<file path="src/rtl/fetch_if_id_stage.sv">
// PC/nPC generation and IF/ID pipeline register for a SPARC-style pipeline.
// Implements delayed control transfer (delay slot always fetched), stall,
// flush and delay-slot annul. A single BOOT cycle after reset fills IF/ID
// with a bubble before fetch starts advancing.
module fetch_if_id_stage #(
  parameter logic [31:0] RESET_PC = 32'h0000_0000,
  parameter logic [31:0] NOP_WORD = 32'h0100_0000
) (
  input  logic        clk,
  input  logic        rst_n,
  input  logic        le,
  input  logic [31:0] inst_in,
  input  logic        branch_taken,
  input  logic [31:0] target_addr,
  input  logic        annul_slot,
  input  logic        flush,
  output logic [31:0] pc_out,
  output logic [31:0] npc_out,
  output logic [31:0] id_instr,
  output logic [31:0] id_pc,
  output logic        id_valid,
  output logic [21:0] id_imm22,
  output logic [3:0]  id_opsel
);

  typedef enum logic {StBoot, StRun} state_e;

  state_e      state_q, state_d;
  logic [31:0] pc_q, pc_d;
  logic [31:0] npc_q, npc_d;
  logic [31:0] id_instr_q, id_instr_d;
  logic [31:0] id_pc_q, id_pc_d;
  logic        id_valid_q, id_valid_d;

  logic [31:0] target_al;
  logic [31:0] npc_inc;

  // Targets are word aligned; low bits from upstream are dropped.
  assign target_al = {target_addr[31:2], 2'b00};
  assign npc_inc   = npc_q + 32'd4;

  // Next-state: stall holds everything; flush beats branch/annul.
  always_comb begin
    state_d    = state_q;
    pc_d       = pc_q;
    npc_d      = npc_q;
    id_instr_d = id_instr_q;
    id_pc_d    = id_pc_q;
    id_valid_d = id_valid_q;
    if (le) begin
      unique case (state_q)
        StBoot: begin
          // Bubble into IF/ID; PC stays put so RESET_PC is fetched next.
          id_instr_d = NOP_WORD;
          id_valid_d = 1'b0;
          state_d    = StRun;
        end
        StRun: begin
          id_pc_d = pc_q;
          if (flush) begin
            pc_d       = target_al;
            npc_d      = target_al + 32'd4;
            id_instr_d = NOP_WORD;
            id_valid_d = 1'b0;
          end else begin
            pc_d  = npc_q;
            npc_d = branch_taken ? target_al : npc_inc;
            if (annul_slot) begin
              id_instr_d = NOP_WORD;
              id_valid_d = 1'b0;
            end else begin
              id_instr_d = inst_in;
              id_valid_d = 1'b1;
            end
          end
        end
        default: state_d = StBoot;
      endcase
    end
  end

  // State registers with synchronous active-low reset.
  always_ff @(posedge clk) begin
    if (!rst_n) begin
      state_q    <= StBoot;
      pc_q       <= RESET_PC;
      npc_q      <= RESET_PC + 32'd4;
      id_instr_q <= NOP_WORD;
      id_pc_q    <= 32'h0;
      id_valid_q <= 1'b0;
    end else begin
      state_q    <= state_d;
      pc_q       <= pc_d;
      npc_q      <= npc_d;
      id_instr_q <= id_instr_d;
      id_pc_q    <= id_pc_d;
      id_valid_q <= id_valid_d;
    end
  end

  assign pc_out   = pc_q;
  assign npc_out  = npc_q;
  assign id_instr = id_instr_q;
  assign id_pc    = id_pc_q;
  assign id_valid = id_valid_q;
  assign id_imm22 = id_instr_q[21:0];
  assign id_opsel = {id_instr_q[31], id_instr_q[30], id_instr_q[24], id_instr_q[13]};

endmodule
</file>
<file path="config.mk">
export PLATFORM = sky130hd
export DESIGN_NAME = fetch_if_id_stage
export DESIGN_NICKNAME = d
export VERILOG_FILES = /design/src/rtl/fetch_if_id_stage.sv
export SDC_FILE = /design/constraint.sdc
export NUM_CORES = 1
export LEC_CHECK = 0
export BUFFER_PORTS_ARGS = -buffer_cell sky130_fd_sc_hd__buf_4
export CORE_MARGIN = 5
export CORE_UTILIZATION = 40
export CTS_CLUSTER_SIZE = 20
export DETAILED_ROUTE_END_ITERATION = 8
export HOLD_SLACK_MARGIN = 0.08
export PLACE_DENSITY = 0.66
export RECOVER_POWER = 100
export SLEW_MARGIN = 20
export SYNTH_ARGS = -nofsm -noshare
export SYNTH_HDL_FRONTEND = slang
export SYNTH_SLANG_ARGS = --single-unit
</file>
<file path="constraint.sdc">
create_clock -name clk -period 2 [get_ports clk]
set_input_delay 0.1 -clock clk [delete_from_list [all_inputs] [get_ports clk]]
set_output_delay 0.1 -clock clk [all_outputs]
set_load 0.005 [all_outputs]
</file>
# Word level (Yosys, flattened, before mapping)
# Cells that the tools add are included.
[word_totals]
ff_bits = 130
latchBits = 0
ramBits = 0
mem_bits_ro = 0
in_bits = 70
out_inout_bits = 155
elab_cells = 19
memories = 0
[classes]
add_sub_neg = 2
n_mul = 0
div_mod_pow = 0
order_cmp = 0
n_eq_ne = 0
shifts = 0
muxes = 9
bitwise = 1
n_reduce_logical = 1
[op_table]
columns = ["operator", "count"]
rows = [
  ["32-bit two-way mux", 5],
  ["32-bit by 3-bit adder with 32-bit output (second input constant)", 2],
  ["32-bit case mux with 2 select lines", 1],
  ["1-bit two-way mux", 2],
  ["1-bit case mux with 2 select lines", 1],
  ["2-bit AND reduction", 1],
  ["1-bit NOT", 1],
]

# Logic depth before layout (Yosys ltp)
# Gate-level depths: netlist of run 1.
[logic_depth]
ltp_word = 3
ltp_mapped = 8
ltp_nobuf = 7

# Least setup slack after synthesis of run 1
# OpenSTA, ideal clock, no wires.
[synth_path]
path_type = "reg2reg"
from = "register npc_q[2], in the netlist npc_out[2]"
to = "register npc_q[16], in the netlist npc_out[16]"
setup_time_ps = 58
arrival_time_ps = 1773
required_time_ps = 1942
slack_ps = 169
path_stages_with_launch = 8
n_path_buf = 0
period_less_slack_ps = 1831
path_cell_list = "dfxtp_1 -> ha_1 -> nand4_1 -> or3_1 -> nor4_1 -> a21oi_1 -> o21ai_1 -> o21a_1"
[synth_via]
elab_chain_cells = 3
[synth_lines]
columns = ["item", "line", "rtl"]
rows = [
  ["start, declared", "30", "logic [31:0] npc_q, npc_d;"],
  ["start signal, assigned", "87", "npc_q <= RESET_PC + 32'd4;"],
  ["start signal, assigned", "94", "npc_q <= npc_d;"],
  ["32-bit by 3-bit adder with 32-bit output", "40", "assign npc_inc = npc_q + 32'd4;"],
  ["32-bit two-way mux", "67", "npc_d = branch_taken ? target_al : npc_inc;"],
  ["32-bit two-way mux", "60", "if (flush) begin"],
]
# No other way between the ends.
# A chain may end at the register's enable or synchronous reset.

# Worst setup path in the final report of run 1
[layout_path]
from = "register state_q"
to = "register npc_q[2], in the netlist npc_out[2]"
[layout_via]
elab_chain_cells = 1
[layout_lines]
columns = ["item", "line", "rtl"]
rows = [
  ["start, declared", "28", "state_e state_q, state_d;"],
  ["start signal, assigned", "85", "state_q <= StBoot;"],
  ["start signal, assigned", "92", "state_q <= state_d;"],
  ["2-bit AND reduction (no source line)", "n/a", ""],
]
# No other way between the ends.

==> results of run 1 <==
[sequential cells by signal (all words and copies together), names as in the netlist]
register,count
id_valid,1
id_instr,32
npc_out,30
state_q,1
pc_out,31
id_pc,31
[worst max-delay path, cell delays in order (launching register included)]
cell and delay, ps:
dfxtp_2 370, and3_1 580, nand2_1 100, o21ai_0 80, o21ai_0 80, dlygate4sd3_1 570
[cells in the mapped netlist, drive strengths merged, types with 4 or more instances]
library cell,instances
o221ai,4
nand2b,9
nand3,27
a311oi,6
clkbuf,42
xor2,15
dfxtp,126
a211oi,31
mux2i,31
and3,6
nand2,109
o21ai,34
nor4,8
and2,4
o211ai,4
nor2,92
nor3,15
buf,44
nand4,23
xnor2,26
a221oi,4
inv,13
a21oi,63
a22oi,35
[metal layers]
layer | up-vias | part of all wire [%] | track usage, % | wire [um]
li1 | 3328 | - | - | -
met1 | 3151 | 45 | 31.95 | 9891
met2 | 288 | 46 | 33.41 | 10170
met3 | 41 | 7.4 | 4.456 | 1650
met4 | 0 | 2.2 | 8.891 | 494
met5 | - | 0 | 0 | 0
[kinds of logic after synthesis]
| family | count (synthesis) |
|---|---|
| buffers and inverters | 100 |
| and+or+nand+nor | 300 |
| xor gates and xnor gates | 41 |
| muxes | 33 |
| adders and majority gates | 2 |
| other | 1 |
| DFF | 126 |
| AOI/OAI and AO/OA | 201 |
[timing repair]
| action | in CTS | in global routing |
|---|---|---|
| gates resized for setup | 0 | 10 |
| setup buffers | 0 | 5 |
| hold endpoints to repair | 47 | 0 |
| endpoints found under the setup margin | 0 | 8 |
| hold buffers | 48 | 0 |
[power by group through the flow]
stage / registers [mW] / logic (mW) / clock network [mW]
floorplan: 2.75 / 0.424 / 0
global placement: 2.73 / 0.888 / 0
detailed placement: 2.74 / 0.897 / 0
CTS: 2.68 / 0.978 / 3.20
global route: 2.69 / 1.05 / 3.31
finish: 2.68 / 0.964 / 3.15
[worst max-delay path by stage]
stage | start | endpoint | slack [ps]
2_1_floorplan | npc_out[2] | npc_out[16] | 170
3_5_place_dp | npc_out[4] | npc_out[13] | 100
6_report | state_q | npc_out[2] | 110
4_1_cts | state_q | npc_out[2] | 20
5_1_grt | le | npc_out[2] | -30
3_3_place_gp | npc_out[4] | npc_out[15] | 150
[area by class of cell]
cell class,instances,share of cell area [%]
inverter,13,0.5330
clock buffer,22,4.944
tap,216,2.878
multi-input combinational,579,37.57
clock inverter,10,1.453
sequential,126,26.88
timing repair buffer,318,25.75
[cell usage in the layout, fill, tap and decap left out, drive strengths merged, types with 4 or more instances in the layout]
| cell type | instances |
|---|---|
| a311oi | 6 |
| nor4 | 8 |
| inv | 13 |
| a21oi | 63 |
| clkinv | 4 |
| buf | 132 |
| nand4 | 23 |
| a221oi | 4 |
| and2 | 4 |
| nor2 | 92 |
| o221ai | 4 |
| dfxtp | 126 |
| and3 | 6 |
| nor3 | 15 |
| a211oi | 31 |
| a22oi | 35 |
| nand2 | 109 |
| xnor2 | 26 |
| nand3 | 27 |
| xor2 | 15 |
| dlygate4sd3 | 48 |
| o21ai | 34 |
| clkbuf | 160 |
| nand2b | 9 |
| mux2i | 31 |
| o211ai | 4 |
[metrics by stage]
stage	power, mW	setup slack, ps
2_1_floorplan	3.170	169.0
3_3_place_gp	3.622	151.1
3_5_place_dp	3.632	100.2
4_1_cts	6.857	18.41
5_1_grt	7.053	-33.34
6_report	6.791	110.3
==> results_tabular.tex, run 1 <==
\begin{tabular}{lr}
\hline
Metric & Value \\
\hline
\multicolumn{2}{l}{\textbf{Synthesis}} \\
Simple-gate portion of the synthesized area & 22.32\% \\
Async S/R FF share, synth & 0\% \\
Area share of xor/xnor cells in the synthesized design & 5.493\% \\
Main area contributors after synthesis & dfxtp\_1 39\%, nand2\_1 6.3\%, nor2\_1 5.2\% \\
Share of the synthesized area in the top cell type & 38.58\% \\
Gate count after technology mapping & between 800 and 900 \\
Combinational family with the most area after synthesis & simple AND/OR/NAND/NOR gates \\
Adder-Cell Fraction of Synth Area & less than 1\% \\
Number of warning messages in the yosys log & 0 \\
Number of enable-type register cells in the synthesized netlist & 0 \\
Post-synthesis cell type with the largest combined area & dfxtp\_1 \\
Cell area after synthesis & 0.006538 mm\^{}2 \\
Flip-flop and latch count after synthesis & around 130 \\
Synth Area in Compound Gates & 19.92\% \\
Mux contribution to synthesized area & under 10\% \\
Post-synth top flop & dfxtp\_1 \\
Portion of the post-synthesis area used by sequential elements & 38.58\% \\
Count of distinct cell types in the synthesized netlist & 62 \\
Average size of a mapped cell & 8.131 um\^{}2 \\
\multicolumn{2}{l}{\textbf{Drt}} \\
Via/cell ratio & 5.302 \\
DR iter-0 viols & 516 \\
Number of antenna-violating nets in the routed design & 0 \\
Routed WL & 22.20 mm \\
Via count & 6808 \\
First-pass iteration count of the detailed router & 7 \\
Mean routed wirelength per cell & 17.29 um \\
Post-route DRC & 0 \\
\multicolumn{2}{l}{\textbf{Finish}} \\
Register Area & 0.002524 mm\^{}2 \\
Design Area, Final & 0.009389 mm\^{}2 \\
Final-stage net count & 1127 \\
Fraction of final layout cells sized beyond drive strength 1 & 27.72\% \\
Number of antenna repair diodes & 0 \\
Multi-input gate area in the final layout & $\sim$0.0035 mm\^{}2 \\
Number of fill cells & 1503 \\
Fin util & 58.89\% \\
Number of non-filler instances in the completed layout & 1284 \\
Area growth from synthesis to layout & 43.62\% \\
\multicolumn{2}{l}{\textbf{STA}} \\
Max transition margin & 57.49\% \\
Maximum clock skew at final layout & approximately 8.6 ps \\
Number of hold violations in the final report & 0 \\
RSZ-0062 raised after global routing & yes \\
Final sum of negative setup slack & 0 ps \\
Final-report setup violation count & 0 \\
Number of max-slew violations in the final report & 0 \\
Post-Route Hold Slack & 92.37 ps \\
Worst slew pin tran & 637.6 ps \\
Final critical delay including setup and external delays & 1890 ps \\
Period Utilization, post-route & 94.48\% \\
Max Clk Rate & 529.2 MHz \\
\multicolumn{2}{l}{\textbf{Worst hold path}} \\
Hold Startpoint & target\_addr[9] \\
Min-Delay Endpoint & pc\_out[9] \\
Worst min path class & in -> reg \\
Hold Path Depth & 3 \\
\multicolumn{2}{l}{\textbf{Die}} \\
Num rows & between 40 and 50 \\
Core footprint & between 0.015 and 0.02 mm\^{}2 \\
Die ar. & 0.01900 mm\^{}2 \\
Die W & 137.8 um \\
Initial Utilization & 41.01\% \\
Die height & 137.8 um \\
Io pins & between 200 and 250 \\
\multicolumn{2}{l}{\textbf{Worst setup path}} \\
Required time of the critical path & 2300 ps \\
Depth of the most critical reg-to-reg path & 5 \\
Launch instance of the worst register-to-register path & state\_q \\
CP Max Fanout & 11 \\
Worst EP arrival & 2190 ps \\
Critical path type & reg -> reg \\
Internal reg-to-reg setup slack & 110 ps \\
Endpoint of the worst-slack reg-to-reg timing path & npc\_out[2] \\
Crit end category & flop \\
Kind of start point of the critical path & flop \\
\multicolumn{2}{l}{\textbf{Global routing}} \\
Vias in the first global route & a little over 6k \\
Global-route wire length before repair & 33.42 mm \\
Maximum number of pins on one net before global-route repair & 110 \\
Initial antenna violation count & 0 \\
Remaining global-route overflow & 0 \\
Total routing resource utilization after global routing & 22.49\% \\
\multicolumn{2}{l}{\textbf{Clocking}} \\
CTS tree & yes \\
Clock Sink Count & 126 \\
Bufs on Longest Clock Path & 2 \\
Clock tree root driver cell & clkbuf\_16 \\
TritonCTS Buffers & 17 \\
Clk slew on worst S/H paths & approximately 60 ps \\
Clock latency at the later pin of the worst-skew pair & about 420 ps \\
H-tree lvl count & 4 \\
\multicolumn{2}{l}{\textbf{Pwr}} \\
Internal Dissipation & 5.076 mW \\
Clock Power Share & 46.3\% \\
Power per standard cell area & 723.3 mW/mm\^{}2 \\
Standby leakage power & 3.771 nW \\
Worst IR Drop VDD & 0.0006066 V \\
Logic gate share of total power & $\sim$14\% \\
Reported net switching power & 1.715 mW \\
Fraction of power consumed by sequential logic & 39.5\% \\
Switching part of the total & 25.25\% \\
\multicolumn{2}{l}{\textbf{Placed design}} \\
Placed Area & 0.008363 mm\^{}2 \\
Port buffer count & between 200 and 250 \\
Dpl hpwl & around 16 mm \\
Routability Congestion & a little over 0.9 \\
Placed cell count & 1199 \\
\multicolumn{2}{l}{\textbf{Flow run}} \\
Max\_cap viols & 0 \\
\multicolumn{2}{l}{\textbf{Outcome}} \\
Status & finished clean \\
\hline
\end{tabular}
No activity file was read; power rests on OpenSTA's default activity.
==> inputs of run 2 (changes only) <==
==> constraint.sdc (replaced) <==
create_clock -name clk -period 2 [get_ports clk]
set_input_delay 0.3 -clock clk [delete_from_list [all_inputs] [get_ports clk]]
set_output_delay 0.3 -clock clk [all_outputs]
set_load 0.005 [all_outputs]
==> run 2 against run 1 <==
Against the previous run:
- fmax down 4.2%
- combinational power down 9.2%
- sequential power about the same
- largest power group unchanged
- highest routed layer unchanged
- routed wire length down 2.1%
- critical endpoint is now npc_out[16]
==> results_tabular.tex, run 2 (synthesis results as in run 1) <==
\begin{tabular}{lr}
\hline
Metric & Value \\
\hline
\multicolumn{2}{l}{\textbf{Global routing}} \\
Global-route wire length before repair & 32.69 mm \\
Remaining global-route overflow & 0 \\
Initial antenna violation count & 0 \\
Most utilized layer in the global route result & met2 \\
Global routing met1 resource utilization & 32.08\% \\
GR Util met2 & roughly a third \\
Maximum number of pins on one net before global-route repair & between 70 and 80 \\
GR Layer Usage met3 & 4.565\% \\
Total routing resource utilization after global routing & between 20\% and 30\% \\
Vias in the first global route & 6021 \\
\multicolumn{2}{l}{\textbf{Worst setup path}} \\
Internal reg-to-reg setup slack & 30 ps \\
Critical path type & reg -> reg \\
Required time of the critical path & 2360 ps \\
Launch instance of the worst register-to-register path & npc\_out[2] \\
Worst setup path startpoint & npc\_out[2] \\
Depth of the most critical reg-to-reg path & 7 \\
CP Max Fanout & 4 \\
Critical path capture point & npc\_out[16] \\
Worst EP arrival & 2340 ps \\
Endpoint of the worst-slack reg-to-reg timing path & npc\_out[16] \\
Kind of start point of the critical path & flop \\
Crit end category & flop \\
\multicolumn{2}{l}{\textbf{Placed design}} \\
Dpl hpwl & 15.82 mm \\
Placed cell count & 1208 \\
Worst setup timing slack at the placement stage & about 25 ps \\
Routability Congestion & 0.9741 \\
Port buffer count & between 200 and 250 \\
\multicolumn{2}{l}{\textbf{Finish}} \\
Final-stage net count & 1084 \\
Most common cell after layout, fill and taps aside & dfxtp\_1 \\
Max reg flops & 32 \\
Register Area & 0.002524 mm\^{}2 \\
Multi-input gate area in the final layout & 0.003478 mm\^{}2 \\
Number of fill cells & roughly 1.5k \\
Fraction of final layout cells sized beyond drive strength 1 & 27.93\% \\
Most frequent cells in the layout & 125 x dfxtp\_1, 117 x buf\_4, 108 x nand2\_1, 108 x clkbuf\_4, 90 x nor2\_1 \\
Area growth from synthesis to layout & 35.35\% \\
Number of antenna repair diodes & 0 \\
Number of non-filler instances in the completed layout & 1240 \\
\multicolumn{2}{l}{\textbf{Die}} \\
Die height & 137.8 um \\
Io pins & 225 \\
Initial Utilization & between 40 and 50\% \\
Core footprint & 0.01594 mm\^{}2 \\
Die ar. & 0.01900 mm\^{}2 \\
Num rows & 46 \\
Die W & about 140 um \\
\multicolumn{2}{l}{\textbf{STA}} \\
Maximum clock skew at final layout & between 7 and 8 ps \\
Final-report setup violation count & 0 \\
Max transition margin & 63.95\% \\
Final critical delay including setup and external delays & 1972 ps \\
Worst slew pin tran & between 500 and 600 ps \\
Period Utilization, post-route & 98.60\% \\
Max Clk Rate & roughly 510 MHz \\
Final sum of negative setup slack & 0 ps \\
Number of max-slew violations in the final report & 0 \\
RSZ-0062 raised after global routing & no \\
Number of hold violations in the final report & 0 \\
Worst Slack Setup Final & around 28 ps \\
\multicolumn{2}{l}{\textbf{Pwr}} \\
Power per standard cell area & 758.0 mW/mm\^{}2 \\
Worst IR Drop VDD & 0.0005947 V \\
Standby leakage power & 3.529 nW \\
\multicolumn{2}{l}{\textbf{Clocking}} \\
Hold buffers post-CTS & 0 \\
Clk slew on worst S/H paths & 60 ps \\
Clock Sink Count & 126 \\
Clock latency at the later pin of the worst-skew pair & 420 ps \\
H-tree lvl count & 4 \\
CTS tree & yes \\
Clock tree root driver cell & clkbuf\_16 \\
TritonCTS Buffers & 17 \\
Bufs on Longest Clock Path & 2 \\
\multicolumn{2}{l}{\textbf{Drt}} \\
Via/cell ratio & 5.315 \\
Post-route DRC & 0 \\
Routed WL & 21.73 mm \\
Via count & about 6.6k \\
Mean routed wirelength per cell & 17.52 um \\
Number of antenna-violating nets in the routed design & 0 \\
DR iter-0 viols & roughly 480 \\
First-pass iteration count of the detailed router & 5 \\
\multicolumn{2}{l}{\textbf{Worst hold path}} \\
Worst min path class & in -> reg \\
\multicolumn{2}{l}{\textbf{Outcome}} \\
Status & finished clean \\
\multicolumn{2}{l}{\textbf{Flow run}} \\
Max\_cap viols & 0 \\
\hline
\end{tabular}
## run 2: cell types whose count changed in the layout (fill, tap and decap cells not counted), sizes merged
| cell | previous run | this run |
|---|---|---|
| clkbuf | 160 | 175 |
| dlygate4sd3 | 48 | 0 |
| buf | 132 | 120 |
| inv | 13 | 12 |
| clkinv | 4 | 6 |
## run 2: worst min-delay path by stage
stage / startpoint / endpoint / slack, ps / depth (start not counted)
floorplan: le / state_q / 420 / 2
CTS: inst_in[21] / id_instr[21] / 100 / 3
detailed placement: id_pc[28] / id_pc[28] / 450 / 2
finish: inst_in[2] / id_instr[2] / 110 / 3
global placement: id_pc[18] / id_pc[18] / 440 / 2
global route: inst_in[4] / id_instr[4] / 100 / 3
## run 2: metrics by stage
| stage | hold WS (ps) | power (mW) | util, % | instance area, um^2 |
|---|---|---|---|---|
| after floorplan | 420.7 | 3.170 | - | 6541 |
| after global placement | 442.8 | 3.633 | 52.88 | 8431 |
| after detailed placement | 447.4 | 3.640 | 52.88 | 8431 |
| after CTS | 96.98 | 6.809 | 56.63 | 9029 |
| after global routing | 103.2 | 6.968 | 55.50 | 8848 |
| final | 111.1 | 6.707 | 55.50 | 8848 |
## run 2: critical path, cell delays in order, from the launching register on
cell and delay (ps):
dfxtp_1 350, ha_1 190, nand4_1 280, or3_4 490
nor4_1 290, a21oi_1 70, o21ai_1 140, o21a_1 120
## run 2: metal layers
| metal | up-vias | routed length [um] |
|---|---|---|
| li1 | 3245 | - |
| met1 | 3016 | 9663 |
| met2 | 295 | 9951 |
| met3 | 34 | 1703 |
| met4 | 0 | 408 |
| met5 | - | 0 |
## run 2: area by class of cell
| cell class | count | share of cell area, % |
|---|---|---|
| Multi-Input combinational cell | 579 | 39.31 |
| Clock buffer | 20 | 5.161 |
| Tap cell | 216 | 3.054 |
| Inverter | 13 | 0.5656 |
| Timing Repair Buffer | 275 | 21.79 |
| Clock inverter | 11 | 1.598 |
| Sequential cell | 126 | 28.52 |
## run 2: timing repair
| action | in CTS | in global routing |
|---|---|---|
| resized for setup | 0 | 3 |
| endpoints found under the setup margin | 1 | 8 |
| setup buffers | 0 | 1 |
| pin swaps | 1 | 2 |
## run 2: where the power goes
part	leakage, nW	total [mW]	switching [mW]	internal [mW]
logic	2.22	0.875	0.494	0.381
registers	1.02	2.68	0.0748	2.60
clock network	0.288	3.15	1.15	2.01
